**src/rtl/mult_div_unit_pkg.sv**
```systemverilog
// Shared definitions for the 32-bit signed multiply/divide unit.
// The control unit imports the same op codes so both sides agree on encoding.
package mult_div_unit_pkg;

   localparam int XLEN  = 32;
   localparam int ACC_W = 2*XLEN + 1;   // {P_hi, P_lo, q-1}
   localparam int CNT_W = 5;

   // Last iteration index; 32 iterations run with indices 0..31.
   localparam logic [CNT_W-1:0] LAST_ITER = 5'd31;

   localparam logic OP_MULT = 1'b0;
   localparam logic OP_DIV  = 1'b1;

   typedef enum logic [2:0] {
      ST_IDLE = 3'd0,
      ST_MULT = 3'd1,
      ST_DIV  = 3'd2,
      ST_FIX  = 3'd3,
      ST_DONE = 3'd4
   } state_e;

   // Two's-complement negation, wrapping at 32 bits.
   function automatic logic [XLEN-1:0] neg32(input logic [XLEN-1:0] v);
      return ~v + {{(XLEN-1){1'b0}}, 1'b1};
   endfunction

   // Magnitude of a signed word as an unsigned word; -2^31 maps to 2^31.
   function automatic logic [XLEN-1:0] mag32(input logic [XLEN-1:0] v);
      return v[XLEN-1] ? neg32(v) : v;
   endfunction

endpackage

```
**src/rtl/mult_div_unit_booth_step.sv**
```systemverilog
// One radix-2 Booth iteration: add/subtract the multiplicand into the upper
// half of the accumulator, then arithmetic-shift the whole accumulator right.
module booth_step
   import mult_div_unit_pkg::*;
(
   input  logic [ACC_W-1:0] acc_i,
   input  logic [XLEN-1:0]  mcand_i,
   output logic [ACC_W-1:0] acc_o
);

   // The partial sum is kept one bit wider so that adding or subtracting
   // -2^31 cannot lose the sign bit before the shift.
   logic [XLEN:0] hi_ext;
   logic [XLEN:0] m_ext;
   logic [XLEN:0] sum;

   // Booth recode on {P_lo[0], q-1}, then shift the sign-extended sum in.
   always_comb begin
      hi_ext = {acc_i[ACC_W-1], acc_i[ACC_W-1:XLEN+1]};
      m_ext  = {mcand_i[XLEN-1], mcand_i};
      case (acc_i[1:0])
         2'b01:   sum = hi_ext + m_ext;
         2'b10:   sum = hi_ext - m_ext;
         default: sum = hi_ext;
      endcase
      acc_o = {sum, acc_i[XLEN:1]};
   end

endmodule

```
**src/rtl/mult_div_unit.sv**
```systemverilog
// Signed 32x32 multiply (Booth, 32 cycles) and signed 32/32 divide
// (restoring on magnitudes, 32 cycles plus a sign-fix cycle).
// HI/LO are only written when DONE is entered and otherwise hold.
module mult_div_unit
   import mult_div_unit_pkg::*;
(
   input  logic            clk,
   input  logic            reset,
   input  logic            start,
   input  logic            op,
   input  logic [XLEN-1:0] A,
   input  logic [XLEN-1:0] B,
   output logic            busy,
   output logic            done,
   output logic            div_zero,
   output logic [XLEN-1:0] HI,
   output logic [XLEN-1:0] LO
);

   state_e           state_q;
   logic [CNT_W-1:0] cnt_q;

   // Multiplier datapath
   logic [ACC_W-1:0] acc_q;
   logic [ACC_W-1:0] acc_d;
   logic [XLEN-1:0]  mcand_q;

   // Divider datapath (unsigned magnitudes plus sign-fix flags)
   logic [XLEN-1:0]  rem_q;
   logic [XLEN-1:0]  quot_q;
   logic [XLEN-1:0]  dvsr_q;
   logic             neg_quot_q;
   logic             neg_rem_q;
   logic [XLEN-1:0]  rem_d;
   logic [XLEN-1:0]  quot_d;
   logic [XLEN:0]    rem_sh;
   logic [XLEN:0]    trial;
   logic [XLEN-1:0]  rem_fix;
   logic [XLEN-1:0]  quot_fix;

   // Registered outputs
   logic             busy_q;
   logic             done_q;
   logic             dz_q;
   logic [XLEN-1:0]  hi_q;
   logic [XLEN-1:0]  lo_q;

   booth_step u_booth (
      .acc_i   (acc_q),
      .mcand_i (mcand_q),
      .acc_o   (acc_d)
   );

   // Restoring divide step: shift the next dividend bit into the remainder and
   // keep the trial difference only when it does not borrow. The quotient
   // register doubles as the dividend shift register.
   always_comb begin
      rem_sh = {rem_q, quot_q[XLEN-1]};
      trial  = rem_sh - {1'b0, dvsr_q};
      if (trial[XLEN]) begin
         rem_d  = rem_sh[XLEN-1:0];
         quot_d = {quot_q[XLEN-2:0], 1'b0};
      end else begin
         rem_d  = trial[XLEN-1:0];
         quot_d = {quot_q[XLEN-2:0], 1'b1};
      end
   end

   // Sign fix for truncating division: quotient negative when operand signs
   // differ, remainder follows the dividend. -2^31 / -1 wraps to 0x80000000.
   always_comb begin
      quot_fix = neg_quot_q ? neg32(quot_q) : quot_q;
      rem_fix  = neg_rem_q  ? neg32(rem_q)  : rem_q;
   end

   // Control FSM with all datapath registers and registered outputs.
   always_ff @(posedge clk or posedge reset) begin
      if (reset) begin
         state_q    <= ST_IDLE;
         cnt_q      <= '0;
         acc_q      <= '0;
         mcand_q    <= '0;
         rem_q      <= '0;
         quot_q     <= '0;
         dvsr_q     <= '0;
         neg_quot_q <= 1'b0;
         neg_rem_q  <= 1'b0;
         busy_q     <= 1'b0;
         done_q     <= 1'b0;
         dz_q       <= 1'b0;
         hi_q       <= '0;
         lo_q       <= '0;
      end else begin
         done_q <= 1'b0;
         dz_q   <= 1'b0;
         case (state_q)
            ST_IDLE: begin
               if (start) begin
                  cnt_q      <= '0;
                  mcand_q    <= A;
                  acc_q      <= {{XLEN{1'b0}}, B, 1'b0};
                  rem_q      <= '0;
                  quot_q     <= mag32(A);
                  dvsr_q     <= mag32(B);
                  neg_quot_q <= A[XLEN-1] ^ B[XLEN-1];
                  neg_rem_q  <= A[XLEN-1];
                  if (op == OP_MULT) begin
                     state_q <= ST_MULT;
                     busy_q  <= 1'b1;
                  end else if (B == '0) begin
                     // Report immediately; HI/LO keep their old values.
                     state_q <= ST_DONE;
                     done_q  <= 1'b1;
                     dz_q    <= 1'b1;
                  end else begin
                     state_q <= ST_DIV;
                     busy_q  <= 1'b1;
                  end
               end
            end
            ST_MULT: begin
               acc_q <= acc_d;
               if (cnt_q == LAST_ITER) begin
                  // Commit the final step's result directly on DONE entry.
                  state_q <= ST_DONE;
                  busy_q  <= 1'b0;
                  done_q  <= 1'b1;
                  hi_q    <= acc_d[ACC_W-1:XLEN+1];
                  lo_q    <= acc_d[XLEN:1];
               end else begin
                  cnt_q <= cnt_q + 5'd1;
               end
            end
            ST_DIV: begin
               rem_q  <= rem_d;
               quot_q <= quot_d;
               if (cnt_q == LAST_ITER) begin
                  state_q <= ST_FIX;
               end else begin
                  cnt_q <= cnt_q + 5'd1;
               end
            end
            ST_FIX: begin
               state_q <= ST_DONE;
               busy_q  <= 1'b0;
               done_q  <= 1'b1;
               hi_q    <= rem_fix;
               lo_q    <= quot_fix;
            end
            ST_DONE: begin
               // A start seen here is dropped, not queued.
               state_q <= ST_IDLE;
            end
            default: begin
               state_q <= ST_IDLE;
               busy_q  <= 1'b0;
            end
         endcase
      end
   end

   assign busy     = busy_q;
   assign done     = done_q;
   assign div_zero = dz_q;
   assign HI       = hi_q;
   assign LO       = lo_q;

endmodule

```
**config.mk**
```make
export PLATFORM = sky130hd
export DESIGN_NAME = mult_div_unit
export DESIGN_NICKNAME = d
export VERILOG_FILES = /design/src/rtl/mult_div_unit_pkg.sv /design/src/rtl/mult_div_unit_booth_step.sv /design/src/rtl/mult_div_unit.sv
export SDC_FILE = /design/constraint.sdc
export NUM_CORES = 1
export LEC_CHECK = 0
export CAP_MARGIN = 10
export CORE_ASPECT_RATIO = 0.6
export CORE_UTILIZATION = 40
export CTS_CLUSTER_DIAMETER = 200
export DETAILED_ROUTE_END_ITERATION = 16
export GPL_TIMING_DRIVEN = 0
export SLEW_MARGIN = 10
export SYNTH_ARGS = -nofsm -noshare
export SYNTH_HDL_FRONTEND = slang
export SYNTH_SLANG_ARGS = --single-unit
```
**constraint.sdc**
```tcl
create_clock -name clk -period 14 [get_ports clk]
set_input_delay 4.2 -clock clk [delete_from_list [all_inputs] [get_ports clk]]
set_output_delay 4.2 -clock clk [all_outputs]
set_load 0.005 [all_outputs]
```
Yosys cells after proc, flatten, opt, wreduce, memory -nomap -nowiden

Index checks and enable logic that the tools add are counted.

Add/subtract/negate cells: 8
Muxes and demuxes: 37
Equal/unequal tests: 12
Bitwise gates (word level): 6
Reductions and logical operators: 15

Operator list:

| kind                                                                   | count |
|---|---|
| 32-bit two-way mux                                                     | 9 |
| 32-bit case mux with 2 select lines                                    | 4 |
| 65-bit case mux with 2 select lines                                    | 1 |
| 32-bit by 1-bit adder with 32-bit output (second input constant)       | 4 |
| 32-bit inverter                                                        | 4 |
| 33-bit case mux with 2 select lines                                    | 1 |
| 65-bit two-way mux                                                     | 1 |
| 32-bit by 32-bit adder with 33-bit output                              | 1 |
| 32-bit by 32-bit subtractor with 33-bit output                         | 1 |
| 33-bit by 32-bit subtractor with 33-bit output                         | 1 |
| 32-bit logical NOT                                                     | 1 |
| 3-bit two-way mux                                                      | 5 |
| 3-bit case mux with 4 select lines                                     | 1 |
| 1-bit two-way mux                                                      | 10 |
| 5-bit two-way mux                                                      | 2 |
| 5-bit case mux with 2 select lines                                     | 1 |
| 2-bit != test (second input constant)                                  | 4 |
| 2-bit AND reduction                                                    | 4 |
| 2-bit nonzero test                                                     | 4 |
| 3-bit by 2-bit equality test with 1-bit output (second input constant) | 2 |
| 1-bit case mux with 3 select lines                                     | 2 |
| 3-bit AND reduction                                                    | 2 |
| 5-bit by 1-bit adder with 5-bit output (second input constant)         | 1 |
| 5-bit equality test (second input constant)                            | 1 |
| 10 further kinds                                                       | 11 |

Register bits: 270
Word-level logic and storage cells: 92

Logic depth before layout (Yosys ltp)

Word-level depth: 5
Gate-level depth with buffers: 18
Depth with buffers taken out: 17

By module

Synthesis repeated with hierarchy kept, for this count alone.

Cell total of the unflattened synthesis: 2174
Area, all modules: 18298.8 um2

Modules (own cells, without submodules):

| module        | instances | cells an instance | area an instance (um2) | seq. area each (um2) |
|---|---|---|---|---|
| mult_div_unit | 1         | 1702              | 15189.6                | 6731.5 |
| booth_step    | 1         | 472               | 3109.2                 | 0.0 |

Worst setup path before layout

No wires, ideal clock.

Path kind: input to register
Start point: in A[10]
End point: reg quot_q[29]
Library setup time: 130 ps
Buffers on the path: 0
Stages: 9
Arrival: 6635 ps
Slack: 7235 ps
Cell sequence: or3_1 -> or4_1 -> nor2_1 -> nand2b_1 -> or4_4 -> or4_1 -> o31ai_2 -> xor2_1 -> o21ai_1

Word-level cells in the longest chain between the ends: 5

Ends and longest elaborated chain:

| element                                  | RTL line                | text |
|---|---|---|
| start, declared                          | mult_div_unit.sv:11     | `input logic [XLEN-1:0] A,` |
| 32-bit inverter                          | mult_div_unit_pkg.sv:25 | `return ~v + {{(XLEN-1){1'b0}}, 1'b1};` |
| 32-bit by 1-bit adder with 32-bit output | mult_div_unit_pkg.sv:25 |  |
| 32-bit two-way mux                       | mult_div_unit_pkg.sv:30 | `return v[XLEN-1] ? neg32(v) : v;` |
| 32-bit two-way mux                       | mult_div_unit.sv:98     | `if (start) begin` |
| 32-bit case mux with 2 select lines      | mult_div_unit.sv:96     | `case (state_q)` |
| end signal, assigned                     | mult_div_unit.sv:103    | `quot_q <= mag32(A);` |
| end signal, assigned                     | mult_div_unit.sv:136    | `quot_q <= quot_d;` |
| end, declared                            | mult_div_unit.sv:30     | `logic [XLEN-1:0] quot_q;` |

No other way between the ends. The select of a mux whose other input is x is not followed.
A chain may end at the register's enable or synchronous reset.

Final worst setup path

Start point: in A[2]
End point: reg quot_q[31]

Same word-level chain as after synthesis.

==> flow_summary.json <==
{
  "r2r_slack_ps": 8660,
  "fin_worst_skew_ps": 13.7,
  "wire_per_inst_um": 23.1,
  "ys_seq_elements": 269,
  "ff_latch_area_um2": 6730,
  "synth-main-ff-cell": "sky130_fd_sc_hd__dfrtp_1",
  "wirelength_um": 68500,
  "design.final.nets": 2502,
  "drt_iter0_markers": 1855,
  "ctsLongestPathBuffers": 3,
  "clk-insertion-delay-late_ps": 590,
  "cts_repair_resize_count": 0,
  "initial_utilization_pct": 40.7,
  "detailedRoute.firstPassIterationCount": 5,
  "sequential_area_share_after_synthesis_pct": 36.7,
  "grt_pass1_wl_um": 103000,
  "max_cap_viol_count": 0,
  "dp_cells": 2918,
  "worst-endpoint-arrival_ps": 7670,
  "critical_path.startpoint_type": "input pin",
  "clock-root-buffer": "sky130_fd_sc_hd__clkbuf_16",
  "detail_route.drc_violations": 0,
  "finalSetupViolations": 0,
  "stdcell_count": 2970,
  "timing.reg2reg.worst_path_depth": 18,
  "timing.final.crit_share_pct": 51.1,
  "avgSynthCellArea_um2": 8.37,
  "final_hold_viol_count": 0,
  "dr_total_vias": 17952,
  "layout_common_cells": "sky130_fd_sc_hd__nand2_1, sky130_fd_sc_hd__dfrtp_1, sky130_fd_sc_hd__o21ai_0",
  "grt_usage_pct": 28.9,
  "std_cell_rows": 60,
  "cts_setup_buffers": 0,
  "crit_fanout": 5,
  "worstHoldEndpoint": "HI[19]",
  "dp_hpwl_um": 54200,
  "maximum_number_of_pins_on_one_net_before_global_route_repair": 112,
  "tritoncts": "yes",
  "grt_antenna_before_repair": 2,
  "classification_of_the_worst_slack_hold_path": "reg -> reg",
  "synth-edff-count": 0,
  "clk_transition_reported_paths_ps": 70,
  "status": "complete, no violations",
  "global_route_total_overflow": 0,
  "cts-buffers-inserted": 29,
  "htreeDepth": 1,
  "port_bufs": 134,
  "synthDistinctLibCells": 86,
  "worstHoldPathCells": 2,
  "layout.filler_cells": 4364,
  "mappedNetlistArea_um2": 18300,
  "reg2reg_from": "mcand_q[3]",
  "yosysWarnings": 0,
  "syn-num-nets": 2334,
  "viasPerCell": 6.04,
  "timing_max_transition_violations_final": 0,
  "clock_sinks": 269,
  "asyncSetResetFlopFracSynth_pct": 100,
  "layout_commonest_cell": "sky130_fd_sc_hd__nand2_1",
  "synthCells": 2192,
  "die_w_um": 279,
  "slew_headroom_pct": 35.1,
  "worst_slew_pin_slew_ps": 973,
  "crit_path_end_kind": "flop",
  "hold_buffers": 0,
  "multiInputGateArea_um2": 10800,
  "routability_congestion_estimate": 0.935,
  "die_area_um2": 46800,
  "syn_to_final_growth_pct": 17.5,
  "critical_path_class": "in -> reg",
  "vias_in_the_first_global_route": 16548,
  "fin_crit_ps": 7160,
  "holdCritStartpoint": "HI[19]",
  "worst_ep_required_time_ps": 14510,
  "antennaDiodeCount": 0,
  "max_frequency_mhz": 140,
  "drive_gt1_share_pct": 4.20,
  "dieHeight_um": 168,
  "design.portCount": 135,
  "antenna_violating_nets_post_route": 0,
  "coreArea_um2": 45000,
  "setup_repair_after_global_routing_missed_its_margin": "false",
  "critical_path.reg2reg.endpoint": "HI[31]"
}
==> worst max-delay path by stage <==
stage                      from          to  slack [ps]  cells after the start
after floorplan           reset       HI[0]        2390                      1
after global routing       A[2]  quot_q[31]        6600                     10
final                      A[2]  quot_q[31]        6840                     10
after CTS                  A[2]  quot_q[31]        6880                     10
after global placement    reset   rem_q[22]       -1350                      2
after detailed placement   A[2]  quot_q[31]        6270                     10
==> routing by layer <==
| layer | track usage (%) | routed length, um | vias up |
|---|---|---|---|
| li1 | - | - | 8204 |
| met1 | 45.0 | 32700 | 8835 |
| met2 | 39.6 | 27300 | 839 |
| met3 | 7.62 | 7490 | 74 |
| met4 | 4.71 | 1080 | 0 |
| met5 | 0 | 0 | - |
==> worst max-delay path, cell delays in order <==
cell and delay (ps):
sky130_fd_sc_hd__clkdlybuf4s50_1 570, sky130_fd_sc_hd__nor4_2 320, sky130_fd_sc_hd__nand2_1 100, sky130_fd_sc_hd__or4_1 500
sky130_fd_sc_hd__nand2b_1 200, sky130_fd_sc_hd__or4_4 460, sky130_fd_sc_hd__or4_1 570, sky130_fd_sc_hd__nor4_1 510
sky130_fd_sc_hd__a21oi_1 80, sky130_fd_sc_hd__a21oi_1 160
==> state kept, by name, indices dropped and copies added (netlist names) <==
name and count:
quot_q 32, cnt_q 5, dvsr_q 32, div_zero 1, LO 32, neg_quot_q 1, rem_q 32, acc_q 65
mcand_q 32, busy 1, HI 32, done 1, state_q 3
==> cells by family after synthesis <==
group	share of synthesized area, %
multiplexers	2.61
AND/OR/NAND/NOR	18.3
XOR/XNOR	9.59
adder cells (fa/ha/maj)	5.13
AO/OA/AOI/OAI	23.3
flip-flops	36.7
buffers and inverters	4.33
==> synth_stat cells, types with 21 or more instances <==
library cell	number	area share, %
sky130_fd_sc_hd__a21o_1	38	1.6
sky130_fd_sc_hd__o21ai_0	225	6.1
sky130_fd_sc_hd__or3_1	28	0.95
sky130_fd_sc_hd__inv_1	71	1.5
sky130_fd_sc_hd__xor2_1	94	4.5
sky130_fd_sc_hd__o22ai_1	35	1.2
sky130_fd_sc_hd__nor2_1	93	1.9
sky130_fd_sc_hd__xnor2_1	105	5.0
sky130_fd_sc_hd__or4_1	22	0.90
sky130_fd_sc_hd__dfrtp_1	269	37
sky130_fd_sc_hd__nand2b_1	21	0.72
sky130_fd_sc_hd__nand2_1	354	7.2
sky130_fd_sc_hd__nand3_1	71	1.9
sky130_fd_sc_hd__clkbuf_1	118	2.4
sky130_fd_sc_hd__o21ai_1	29	0.79
sky130_fd_sc_hd__nor3_1	28	0.76
sky130_fd_sc_hd__a21oi_1	114	3.1
sky130_fd_sc_hd__a22oi_1	59	2.4
sky130_fd_sc_hd__o31ai_1	39	1.6
sky130_fd_sc_hd__mux2i_1	40	2.2
sky130_fd_sc_hd__ha_1	72	4.9
==> metrics by stage <==
step | util (%) | setup WS, ps | hold WS [ps] | TNS [ps] | area, um2
2_1_floorplan | - | 2390 | 442 | 0 | 18300
3_3_place_gp | 45.4 | -1350 | 462 | -349460 | 20400
3_5_place_dp | 45.5 | 6270 | 474 | 0 | 20500
4_1_cts | 47.9 | 6880 | 489 | 0 | 21600
5_1_grt | 47.9 | 6600 | 511 | 0 | 21600
6_report | 47.9 | 6840 | 479 | 0 | 21600
==> layout make-up <==
type | count | share of cell area (%)
repair buffers | 137 | 6.51
clock inverters | 12 | 1.06
multi-input cells | 1717 | 50.2
clock buffers | 40 | 3.84
well taps | 589 | 3.42
inverters | 73 | 1.31
flip-flops and latches | 269 | 31.2
plain buffers | 133 | 2.41
Power is not shown: default switching activity piles up to over one toggle a cycle in this logic, so the estimate is an artifact.
==> RTL change (config.mk and constraints unchanged) <==
Register the output `LO` once more; this adds one clock of latency there. The other outputs are not delayed to match.
--- a/src/rtl/mult_div_unit.sv
+++ b/src/rtl/mult_div_unit.sv
@@ -163,7 +163,9 @@
    assign done     = done_q;
    assign div_zero = dz_q;
    assign HI       = hi_q;
-   assign LO       = lo_q;
+   always_ff @(posedge clk) begin
+      LO <= lo_q;
+   end
 
 endmodule
 
Check against the original RTL: no difference found for any inputs over 4 cycles, from zero or initial values and one cycle with reset high; that may be too few to reach the edited logic, so the function may still have changed.
==> RTL change against the unedited design <==
Global-route usage is 0.85 points lower; sequential cell count is 32 higher; final area is 2.1% higher; area after synthesis is 2.2% higher; register-to-register slack better by 140 ps; wire length is 1.3% lower; worst setup slack better by 240 ps; critical endpoint is now dvsr_q[22].
==> RTL change: results (changes against the unedited design) <==
* R2R Setup Slk at 8800 ps (+140 ps)
* Clk_lat worst skew at 610 ps (+20 ps)
* Data buffer area share at 8.62% (-0.31 points)
* Area contributors post-synth: dfrtp_1 36%, nand2_1 7.8%, o21ai_0 5.9%
* Share of layout cells above drive strength 1 at 4.22% (+0.022 points)
* Syn_nets at 2367 (+1.4%)
* Status: finished, final reports clean
* Final nets at 2535 (+1.3%)
* Multi-input gates at 1732 (+0.87%)
* Slowest-stage cell, CP: or4_1
* Async SR Flop Fraction at 89.4% (-11 points)
* Non-clk invs at 69 (-5.5%)
* CP Max Fanout at 6 (+1)
* Antenna diodes at 1 (+1)
* Drt pass-1 iters at 8 (+3)
* Fin Clk Skew at 33.4 ps (+19.7 ps)
* Pre-CTS setup slack at 6610 ps (+338 ps)
* Seq Cell Count at 301 (+12%)
* Final period utilization at 49.4% (-1.7 points)
* Initial drt markers at 1965 (+5.9%)
* Seq/total area at 33.5% (+2.3 points)
* R2r endpoint: HI[26]
* Critical path origin: B[6]
* Via Count at 17859 (-0.52%)
* Placed cell area at 21000 um2 (+2.3%)
* First-pass GRT wire length at 102000 um (-1.6%)
* Initial Util at 40.6% (-0.19 points)
* CP max stage delay at 630 ps (+60 ps)
* Leading cell types by count after synthesis: 388 x nand2_1, 269 x dfrtp_1, 222 x o21ai_0
* Hold Path Origin: lo_q[14]
* Multi-input logic portion of the cell area at 48.3% (-1.9 points)
* Initial antenna violation count at 3 (+1)
* FF-to-FF Start: acc_q[0]
* Largest net degree at the start of global routing at 113 (+0.89%)
* Total GRT Usage at 28.0% (-0.85 points)
* Synth-to-Final Area Change at 17.4%
* I/O Buffers at 133 (-0.75%)
* Rel. slew slack at 23.4% (-12 points)
* Min-Delay Path Depth at 0 (-2)
* Number of global-route vias before repair at 16422 (-0.76%)
==> RTL change: cell count changes after synthesis, sizes merged, moves of 23 or more <==
cell   delta
a31oi    +63
a22oi    -27
a21oi    -25
o21ai    -23
nand2    +35
nor2     +62
dfxtp    +32
o22ai    -25
==> RTL change: metrics by stage <==
stage	instances	hold slack (ps)
2_1_floorplan	2225	347
3_3_place_gp	2988	353
3_5_place_dp	2991	352
4_1_cts	3046	375
5_1_grt	3046	388
6_report	3047	374
==> RTL change: kinds of logic after synthesis <==
kind of cell	share of synthesized area (%)
adders and majority gates	5.02
AOI/OAI and AO/OA	20.7
xor gates and xnor gates	9.34
buffers and inverters	3.96
muxes	2.46
and+or+nand+nor	19.2
DFF	39.3
==> RTL change: metal layers <==
metal	part of all wire, %	wire length, um	up-vias	track usage [%]
met5	0.040	27	-	0.410
met4	2.0	1340	4	5.84
met3	10	6900	90	7.59
met2	39	26500	760	37.5
met1	49	32900	8822	43.7
li1	-	-	8183	-
